### src/rtl/clkdiv_pkg.sv
// Shared defaults and helpers for the programmable clock divider bank.
package clkdiv_pkg;

  localparam int CNT_W_DEF = 27;
  localparam int NCH_DEF   = 4;
  localparam int DIV_W_DEF = 16;

  // Bits needed to address n channels, never less than one.
  function automatic int clog2_min1(input int n);
    int r;
    r = 0;
    for (int i = 0; i < 31; i++) begin
      if ((1 << i) < n) r = i + 1;
    end
    return (r < 1) ? 1 : r;
  endfunction

endpackage

### src/rtl/clkdiv_channel.sv
// One programmable divider channel: tick enable every div cycles plus a
// 50%-duty square wave. Run-time divisor changes on a running channel are
// staged and take effect on a tick boundary so no period is ever truncated.
module clkdiv_channel
  import clkdiv_pkg::*;
#(
  parameter int DIV_W = DIV_W_DEF
) (
  input  logic             clk,
  input  logic             rst_n,
  input  logic             wr,
  input  logic [DIV_W-1:0] cfg_div,
  input  logic             cfg_en,
  input  logic             sync_req,
  output logic             tick,
  output logic             sq,
  output logic             pending
);

  logic             en;
  logic [DIV_W-1:0] div;
  logic [DIV_W-1:0] pend_div;
  logic [DIV_W-1:0] cnt;
  logic             active;

  // div is only decremented when nonzero, so the compare cannot underflow.
  assign active = en && (div != '0);
  assign tick   = active && (cnt == div - DIV_W'(1));

  // Counter, square wave and staging state; sync wins over everything,
  // then immediate writes, then normal counting with staged apply on tick.
  always_ff @(posedge clk or negedge rst_n) begin
    if (!rst_n) begin
      en       <= 1'b0;
      div      <= '0;
      pend_div <= '0;
      cnt      <= '0;
      sq       <= 1'b0;
      pending  <= 1'b0;
    end else if (sync_req) begin
      cnt <= '0;
      sq  <= 1'b0;
      if (wr) begin
        en      <= cfg_en;
        div     <= cfg_div;
        pending <= 1'b0;
      end else if (pending) begin
        div     <= pend_div;
        pending <= 1'b0;
      end
    end else if (wr && (!cfg_en || !active)) begin
      en      <= cfg_en;
      div     <= cfg_div;
      cnt     <= '0;
      sq      <= 1'b0;
      pending <= 1'b0;
    end else begin
      // A write reaching here targets a running channel; pending was 0.
      if (wr) begin
        pend_div <= cfg_div;
        pending  <= 1'b1;
      end
      if (!active) begin
        cnt <= '0;
        sq  <= 1'b0;
      end else if (tick) begin
        cnt <= '0;
        if (pending) begin
          div     <= pend_div;
          pending <= 1'b0;
          sq      <= (pend_div == '0) ? 1'b0 : ~sq;
        end else begin
          sq <= ~sq;
        end
      end else begin
        cnt <= cnt + DIV_W'(1);
      end
    end
  end

endmodule

### src/rtl/clock_divider_bank.sv
// Free-running tap counter plus NCH programmable divider channels with a
// valid/ready config port and a global phase-sync request.
module clock_divider_bank
  import clkdiv_pkg::*;
#(
  parameter int CNT_W = CNT_W_DEF,
  parameter int NCH   = NCH_DEF,
  parameter int DIV_W = DIV_W_DEF,
  parameter int CH_W  = clog2_min1(NCH)
) (
  input  logic             clk,
  input  logic             rst_n,
  output logic [CNT_W-1:0] taps,
  input  logic             cfg_valid,
  output logic             cfg_ready,
  input  logic [CH_W-1:0]  cfg_ch,
  input  logic [DIV_W-1:0] cfg_div,
  input  logic             cfg_en,
  input  logic             sync_req,
  output logic [NCH-1:0]   tick,
  output logic [NCH-1:0]   sq
);

  logic [NCH-1:0] pending;
  logic [NCH-1:0] wr;

  // Free-running tap counter, wraps naturally at 2^CNT_W.
  always_ff @(posedge clk or negedge rst_n) begin
    if (!rst_n) taps <= '0;
    else        taps <= taps + CNT_W'(1);
  end

  // Ready follows the addressed channel; unmapped channel numbers are
  // always ready and match no write strobe, so they are silently dropped.
  always_comb begin
    cfg_ready = 1'b1;
    for (int i = 0; i < NCH; i++) begin
      if (cfg_ch == CH_W'(i)) cfg_ready = ~pending[i];
    end
  end

  for (genvar g = 0; g < NCH; g++) begin : g_ch
    assign wr[g] = cfg_valid && cfg_ready && (cfg_ch == CH_W'(g));

    clkdiv_channel #(
      .DIV_W (DIV_W)
    ) u_ch (
      .clk      (clk),
      .rst_n    (rst_n),
      .wr       (wr[g]),
      .cfg_div  (cfg_div),
      .cfg_en   (cfg_en),
      .sync_req (sync_req),
      .tick     (tick[g]),
      .sq       (sq[g]),
      .pending  (pending[g])
    );
  end

endmodule
### config.mk
export PLATFORM = sky130hd
export DESIGN_NAME = clock_divider_bank
export DESIGN_NICKNAME = d
export VERILOG_FILES = /design/src/rtl/clkdiv_pkg.sv /design/src/rtl/clkdiv_channel.sv /design/src/rtl/clock_divider_bank.sv
export SDC_FILE = /design/constraint.sdc
export NUM_CORES = 1
export LEC_CHECK = 0
export BUFFER_PORTS_ARGS = -buffer_cell sky130_fd_sc_hd__buf_2
export CAP_MARGIN = 20
export CORE_UTILIZATION = 53
export CTS_CLUSTER_DIAMETER = 80
export CTS_CLUSTER_SIZE = 40
export DETAILED_ROUTE_END_ITERATION = 12
export HOLD_SLACK_MARGIN = 0.12
export PLACE_DENSITY = 0.7
export SYNTH_ARGS = -nofsm -noshare
export SYNTH_HDL_FRONTEND = slang
export SYNTH_SLANG_ARGS = --single-unit
### constraint.sdc
create_clock -name clk -period 5.9 [get_ports clk]
set_input_delay 0.59 -clock clk [delete_from_list [all_inputs] [get_ports clk]]
set_output_delay 0.59 -clock clk [all_outputs]
set_load 0.05 [all_outputs]
* Word level (Yosys, flattened, before mapping) *
Index checks and enable logic that the tools add are counted.

word-level totals
  register bits after elaboration = 231
  input bits = 23

operators by class
  eq/ne operators = 15
  bitwise gates (word level) = 13
  mux-type cells = 104
  reductions and logical operators = 59
  add/subtract/negate cells = 9

operators with widths
  kind                   number
  $mux 16                40
  $add 16x1->16 const B  4
  $eq 16x16->1           4
  $logic_not 16->1       4
  $mux 1                 64
  $reduce_bool 16->1     4
  $sub 16x1->16 const B  4
  $add 27x1->27 const B  1
  $reduce_bool 3->1      8
  $logic_and 1x1->1      17
  $ne 4x3->1 const B     4
  $reduce_and 2->1       8
  $not 1->1              13
  $reduce_and 3->1       4
  $ne 2x1->1 const B     4
  $reduce_bool 2->1      4
  $logic_not 1->1        5
  $eq 2x2->1 const B     2
  $logic_or 1x1->1       4
  $eq 2x1->1 const B     1
  $logic_not 2->1        1

* Logic depth before layout (Yosys ltp) *
  word-level depth = 13
  mapped depth = 13
  depth with buffers taken out = 10

* Modules after synthesis *
From an unflattened synthesis, not the netlist that was laid out.

unflattened totals
  cells, all modules = 1328
  area total of the unflattened synthesis = 13699.4 µm²

by module, submodules not included
  module                             cells an instance  times used  area each (µm²)
  clkdiv_channel (g_ch[0].u_ch ...)  312                3           3115.5
  clkdiv_channel (g_ch[3].u_ch)      288                1           3126.7
  clock_divider_bank                 104                1           1226.2

* Worst setup path after synthesis *
OpenSTA, ideal clock, no wires.

  path type = flip-flop to flip-flop
  start = reg g_ch[3].u_ch.div[2]
  end = reg g_ch[3].u_ch.pending
  period minus slack after synthesis = 3.541 ns
  arrival time = 3.409 ns
  setup slack = 2.359 ns
  cell stages (with the launch flop) = 11
  buffers on the path = 3
  cell sequence = dfrtp_1 buf_6 or4_4 buf_6 or4_4 o32a_1 or4b_1 or4_4 nand2_1 buf_4 o21bai_1

on the way
  word-level cells in the longest chain between the ends = 7
  elaborated cells between the ends (all ways) = 12
  those cells by class = add/sub: 1; eq/ne: 1; mux: 4; reduce/logical: 6

ends and longest elaborated chain
  element                                                      RTL line                                    text
  start: declaration                                           clkdiv_channel.sv:21                        logic [DIV_W-1:0] div;
  start signal: assignment                                     clkdiv_channel.sv:45                        div <= cfg_div;
  start signal: assignment                                     clkdiv_channel.sv:48                        div <= pend_div;
  start signal: assignment                                     clkdiv_channel.sv:53                        div <= cfg_div;
  $sub 16x1->16 / $reduce_bool 16->1 (equally long branches)   clkdiv_channel.sv:28, clkdiv_channel.sv:27
  $eq 16x16->1 / $logic_and 1x1->1 (equally long branches)     clkdiv_channel.sv:28, clkdiv_channel.sv:27
  $logic_and 1x1->1 / $logic_not 1->1 (equally long branches)  clkdiv_channel.sv:28, clkdiv_channel.sv:51
  $mux 1 / $logic_or 1x1->1 (equally long branches)            clkdiv_channel.sv:66, clkdiv_channel.sv:51
  $mux 1 / $logic_and 1x1->1 (equally long branches)           clkdiv_channel.sv:63, clkdiv_channel.sv:51
  $mux 1 *                                                     clkdiv_channel.sv:51                        end else if (wr && (!cfg_en || !active)) begin
  $mux 1 *                                                     clkdiv_channel.sv:40                        end else if (sync_req) begin
  end signal: assignment                                       clkdiv_channel.sv:39                        pending <= 1'b0;
  end signal: assignment                                       clkdiv_channel.sv:56                        pending <= 1'b0;
  end signal: assignment                                       clkdiv_channel.sv:70                        pending <= 1'b0;
  end: declaration                                             clkdiv_channel.sv:17                        output logic pending

Every way passes the cells marked *; elsewhere a longest branch is shown, timed or not.
A chain may end at the register's enable or synchronous reset.

* Worst setup path after layout *
  start = reg g_ch[2].u_ch.div[2]
  end = out tick[2]

on the way
  word-level cells in the longest chain between the ends = 3
  elaborated cells between the ends (all ways) = 5
  those cells by class = add/sub: 1; eq/ne: 1; reduce/logical: 3

ends and longest elaborated chain
  element                                                     RTL line                                    text
  start: declaration                                          clkdiv_channel.sv:21
  start signal: assignment                                    clkdiv_channel.sv:45
  start signal: assignment                                    clkdiv_channel.sv:48
  start signal: assignment                                    clkdiv_channel.sv:53
  $sub 16x1->16 / $reduce_bool 16->1 (equally long branches)  clkdiv_channel.sv:28, clkdiv_channel.sv:27
  $eq 16x16->1 / $logic_and 1x1->1 (equally long branches)    clkdiv_channel.sv:28, clkdiv_channel.sv:27
  $logic_and 1x1->1 *                                         clkdiv_channel.sv:28                        assign tick = active && (cnt == div - DIV_W'(1));
  end: declaration                                            clock_divider_bank.sv:20                    output logic [NCH-1:0] tick,

Marks and branches as above.

==> impl_metrics.xml <==
<?xml version="1.0" encoding="UTF-8"?>
<metrics>
  <group name="die">
    <metric name="fp.coreArea" unit="um2">23500</metric>
    <metric name="io_pins" unit="">59</metric>
    <metric name="floorplan.rows" unit="">56</metric>
    <metric name="die_width" unit="um">157</metric>
    <metric name="floorplan.die_area" unit="um2">24500</metric>
    <metric name="die-height" unit="um">157</metric>
    <metric name="initial_utilization" unit="%">53.9</metric>
  </group>
  <group name="place">
    <metric name="place.port_buffers" unit="">58</metric>
    <metric name="placed_cells_incl_taps" unit="">1592</metric>
    <metric name="dpl.hpwl" unit="mm">19.8</metric>
    <metric name="dpl_worst_slack" unit="ns">1.96</metric>
    <metric name="gp_congestion" unit="">0.900</metric>
    <metric name="placedInstanceArea" unit="um2">13100</metric>
  </group>
  <group name="run_status">
    <metric name="outcome" unit="">complete, no violations</metric>
  </group>
  <group name="yosys">
    <metric name="avgSynthCellArea" unit="um2">9.92</metric>
    <metric name="post_synth_num_cell_types" unit="">74</metric>
    <metric name="asyncSetResetFlopFracSynth" unit="%">100</metric>
    <metric name="ys_seq_elements" unit="">231</metric>
    <metric name="ys_warn_count" unit="">0</metric>
    <metric name="synth_nets" unit="">1313</metric>
    <metric name="synth_sequential_area_ratio" unit="%">45.7</metric>
    <metric name="synth_area" unit="um2">12700</metric>
    <metric name="syn_inst" unit="">1277</metric>
    <metric name="synth-edff-count" unit="">0</metric>
    <metric name="synthFlopType" unit="">dfrtp_1</metric>
  </group>
  <group name="sta">
    <metric name="period_minus_slack" unit="ns">4.06</metric>
    <metric name="grt_setup_unrepaired" unit="">no</metric>
    <metric name="setup_slack" unit="ns">1.84</metric>
    <metric name="timing.fmax" unit="MHz">246</metric>
    <metric name="finalHoldViolations" unit="">0</metric>
    <metric name="max_slew_margin" unit="%">27.5</metric>
    <metric name="layout_worst_path_cycle_share" unit="%">68.9</metric>
    <metric name="clock_skew" unit="ns">0.0234</metric>
    <metric name="totalNegativeSetupSlack" unit="ns">0</metric>
    <metric name="max_slew_violation_count" unit="">0</metric>
    <metric name="tightestPinTransition" unit="ns">1.09</metric>
    <metric name="setup_viol" unit="">0</metric>
  </group>
  <group name="final_layout">
    <metric name="post_route_cells_drive_above_1_share" unit="%">13.2</metric>
    <metric name="finalNetCount" unit="">1327</metric>
    <metric name="post-route-cell-area" unit="um2">13600</metric>
    <metric name="synth_to_final_area_change" unit="%">7.76</metric>
    <metric name="antennaDiodeCount" unit="">0</metric>
    <metric name="number_of_standard_cells_in_the_layout_taps_in_and_fillers_out" unit="">1618</metric>
  </group>
  <group name="routing">
    <metric name="detail-route-antenna-nets" unit="">0</metric>
    <metric name="drt_first_iter_violations" unit="">735</metric>
    <metric name="route.detailed.vias_per_inst" unit="">5.88</metric>
    <metric name="average_routed_wire_per_standard_cell" unit="um">17.4</metric>
    <metric name="residual_drc" unit="">0</metric>
    <metric name="detailedRoute.firstPassIterationCount" unit="">5</metric>
    <metric name="vias" unit="">9515</metric>
    <metric name="routed_wirelength" unit="mm">28.1</metric>
  </group>
  <group name="clock_network">
    <metric name="cts_post_setup_buffers_inserted" unit="">0</metric>
    <metric name="tritoncts_num_sinks" unit="">231</metric>
    <metric name="cts_inserted_buffers" unit="">14</metric>
    <metric name="clock_tree_from_tritoncts" unit="">done</metric>
    <metric name="clkSlewWorstSetupHoldPaths" unit="ns">0.10</metric>
    <metric name="clock_tree.root_cell" unit="">clkbuf_16</metric>
    <metric name="cts_hold_buffers" unit="">0</metric>
    <metric name="cts-root-to-sink-buffers" unit="">3</metric>
    <metric name="cts_repair_resize_count" unit="">0</metric>
    <metric name="cts_htree_levels" unit="">1</metric>
    <metric name="worstSkewPairLatency" unit="ns">0.51</metric>
  </group>
  <group name="global_route">
    <metric name="grt.overflow.total" unit="">0</metric>
    <metric name="grt_pass1_wl" unit="mm">47.5</metric>
    <metric name="number_of_global_route_vias_before_repair" unit="">9301</metric>
    <metric name="grt_antenna_before_repair" unit="">0</metric>
    <metric name="grt_start_max_net_pins" unit="">119</metric>
    <metric name="globalRouteTotalUtil" unit="%">23.9</metric>
  </group>
  <group name="setup_path">
    <metric name="critPathRequiredTime" unit="ns">5.31</metric>
    <metric name="setup.worst_path.end_class" unit="">output pin</metric>
    <metric name="path_class" unit="">register to output pin</metric>
    <metric name="worst_path_dominant_cell_family" unit="">simple AND/OR/NAND/NOR gates</metric>
    <metric name="worst_setup_path_start_kind" unit="">register</metric>
    <metric name="critical-path-slowest-cell" unit="">nor4_1</metric>
    <metric name="reg2reg_slack" unit="ns">1.94</metric>
    <metric name="crit_path_cells" unit="">nor4_1 &gt; and4_1 &gt; nor4b_1 &gt; o21a_1 &gt; nand2_1 &gt; nor4_1 &gt; buf_2</metric>
    <metric name="critPathMostFrequentCell" unit="">nor4_1</metric>
    <metric name="worst_path_largest_cell_delay" unit="ns">0.63</metric>
    <metric name="crit_arrival" unit="ns">3.47</metric>
    <metric name="worstPathBufferInverterCount" unit="">1</metric>
    <metric name="path_max_fanout" unit="">9</metric>
  </group>
  <group name="power">
    <metric name="sw_frac_of_total" unit="%">32.6</metric>
    <metric name="p_clk_share" unit="%">28.2</metric>
    <metric name="power.density" unit="nW/um2">302</metric>
    <metric name="seqPwrFrac" unit="%">51.4</metric>
    <metric name="switchingPower" unit="mW">1.34</metric>
    <metric name="comb_power_share" unit="%">20.4</metric>
    <metric name="internal_power" unit="mW">2.78</metric>
    <metric name="vdd_drop_max" unit="uV">215</metric>
    <metric name="design_power_total" unit="mW">4.12</metric>
    <metric name="leakage_power_summed_over_all_cells" unit="nW">5.57</metric>
  </group>
  <group name="min_path">
    <metric name="hold_path_class" unit="">primary input to asynchronous set/reset pin</metric>
  </group>
  <group name="job">
    <metric name="drv.max_cap_violation_count" unit="">0</metric>
  </group>
</metrics>
==> flip-flops by register name (all words and copies together), names as in the netlist <==
register	count
g_ch.u_ch.pend_div	64
taps	27
g_ch.u_ch.div	64
g_ch.u_ch.pending	4
g_ch.u_ch.en	4
g_ch.u_ch.cnt	64
g_ch.u_ch.sq	4
==> final timing paths <==
kind,depth (start not counted),start,end
max,7,g_ch[2].u_ch.div[2],tick[2]
max in group asynchronous,2,rst_n,g_ch[2].u_ch.pending
min reg2reg,1,taps[0],taps[0]
min,1,rst_n,g_ch[2].u_ch.cnt[11]
min in group clk,3,cfg_div[10],g_ch[1].u_ch.pend_div[10]
max reg2reg,7,g_ch[3].u_ch.div[2],g_ch[3].u_ch.div[15]
==> per-layer routing <==
layer  routed length (um)  GRT usage, %
met5                    0             0
met3                  999          2.44
met2                13000          39.8
met4                  802          7.52
met1                13300          33.0
==> cell usage in the layout (no fill, tap or decap), types with 31 or more instances in the layout <==
master   netlist  layout
a21oi_1       31      31
buf_2          1      57
dfrtp_1      231     231
inv_1         43      43
mux2_2        51      51
nand2_1       71      71
nand3_1       58      58
nor2_1       135     135
nor4_1        33      33
o21ai_0       35      35
o22ai_1       32      32
xnor2_1       95      95
xor2_1        66      66
==> cells in the mapped netlist, types with 27 or more instances <==
cell        n  area, um2
clkbuf_1   54        203
o22ai_1    32        200
inv_1      43        161
xor2_1     66        578
a21oi_1    31        155
nor2_1    135        507
o22a_1     27        236
o21ai_0    35        175
xnor2_1    95        832
mux2_2     51        574
nand3_1    58        290
dfrtp_1   231       5780
nand2_1    71        267
nor4_1     33        206
==> power groups by stage <==
stage	sequential, mW	combinational [mW]	clock, mW
6_report	2.12	0.840	1.16
5_1_grt	2.16	0.939	1.25
4_1_cts	2.11	0.844	1.20
3_5_place_dp	2.13	0.840	0
3_3_place_gp	2.13	0.817	0
2_1_floorplan	2.02	0.706	0
==> cells by family (layout without fill, tap and decap cells) <==
logic type	Yosys count	after routing	share of synthesized area [%]
mux	57	57	5.01
compound gates	244	244	14.6
buf+inv	113	135	3.80
fa+ha+maj	13	13	1.28
simple gates	458	458	18.5
flops	231	231	45.7
xor+xnor	161	161	11.1
==> per-stage QoR <==
step / hold slack [ns] / utilization (%)
after floorplan: 0.294 / -
after global placement: 0.458 / 55.8
after detailed placement: 0.457 / 55.8
after CTS: 0.210 / 58.1
after global routing: 0.221 / 58.1
final: 0.129 / 58.1
==> area by class of cell <==
| class | instances | area, um2 |
|---|---|---|
| Sequential cell | 231 | 5780 |
| Fill cell | 2057 | 9830 |
| Clock buffer | 16 | 389 |
| Clock inverter | 8 | 138 |
| Inverter | 44 | 165 |
| Multi-Input combinational cell | 933 | 6400 |
| Tap cell | 319 | 399 |
| Timing Repair Buffer | 67 | 368 |
Power figures use the tool's default switching activity.
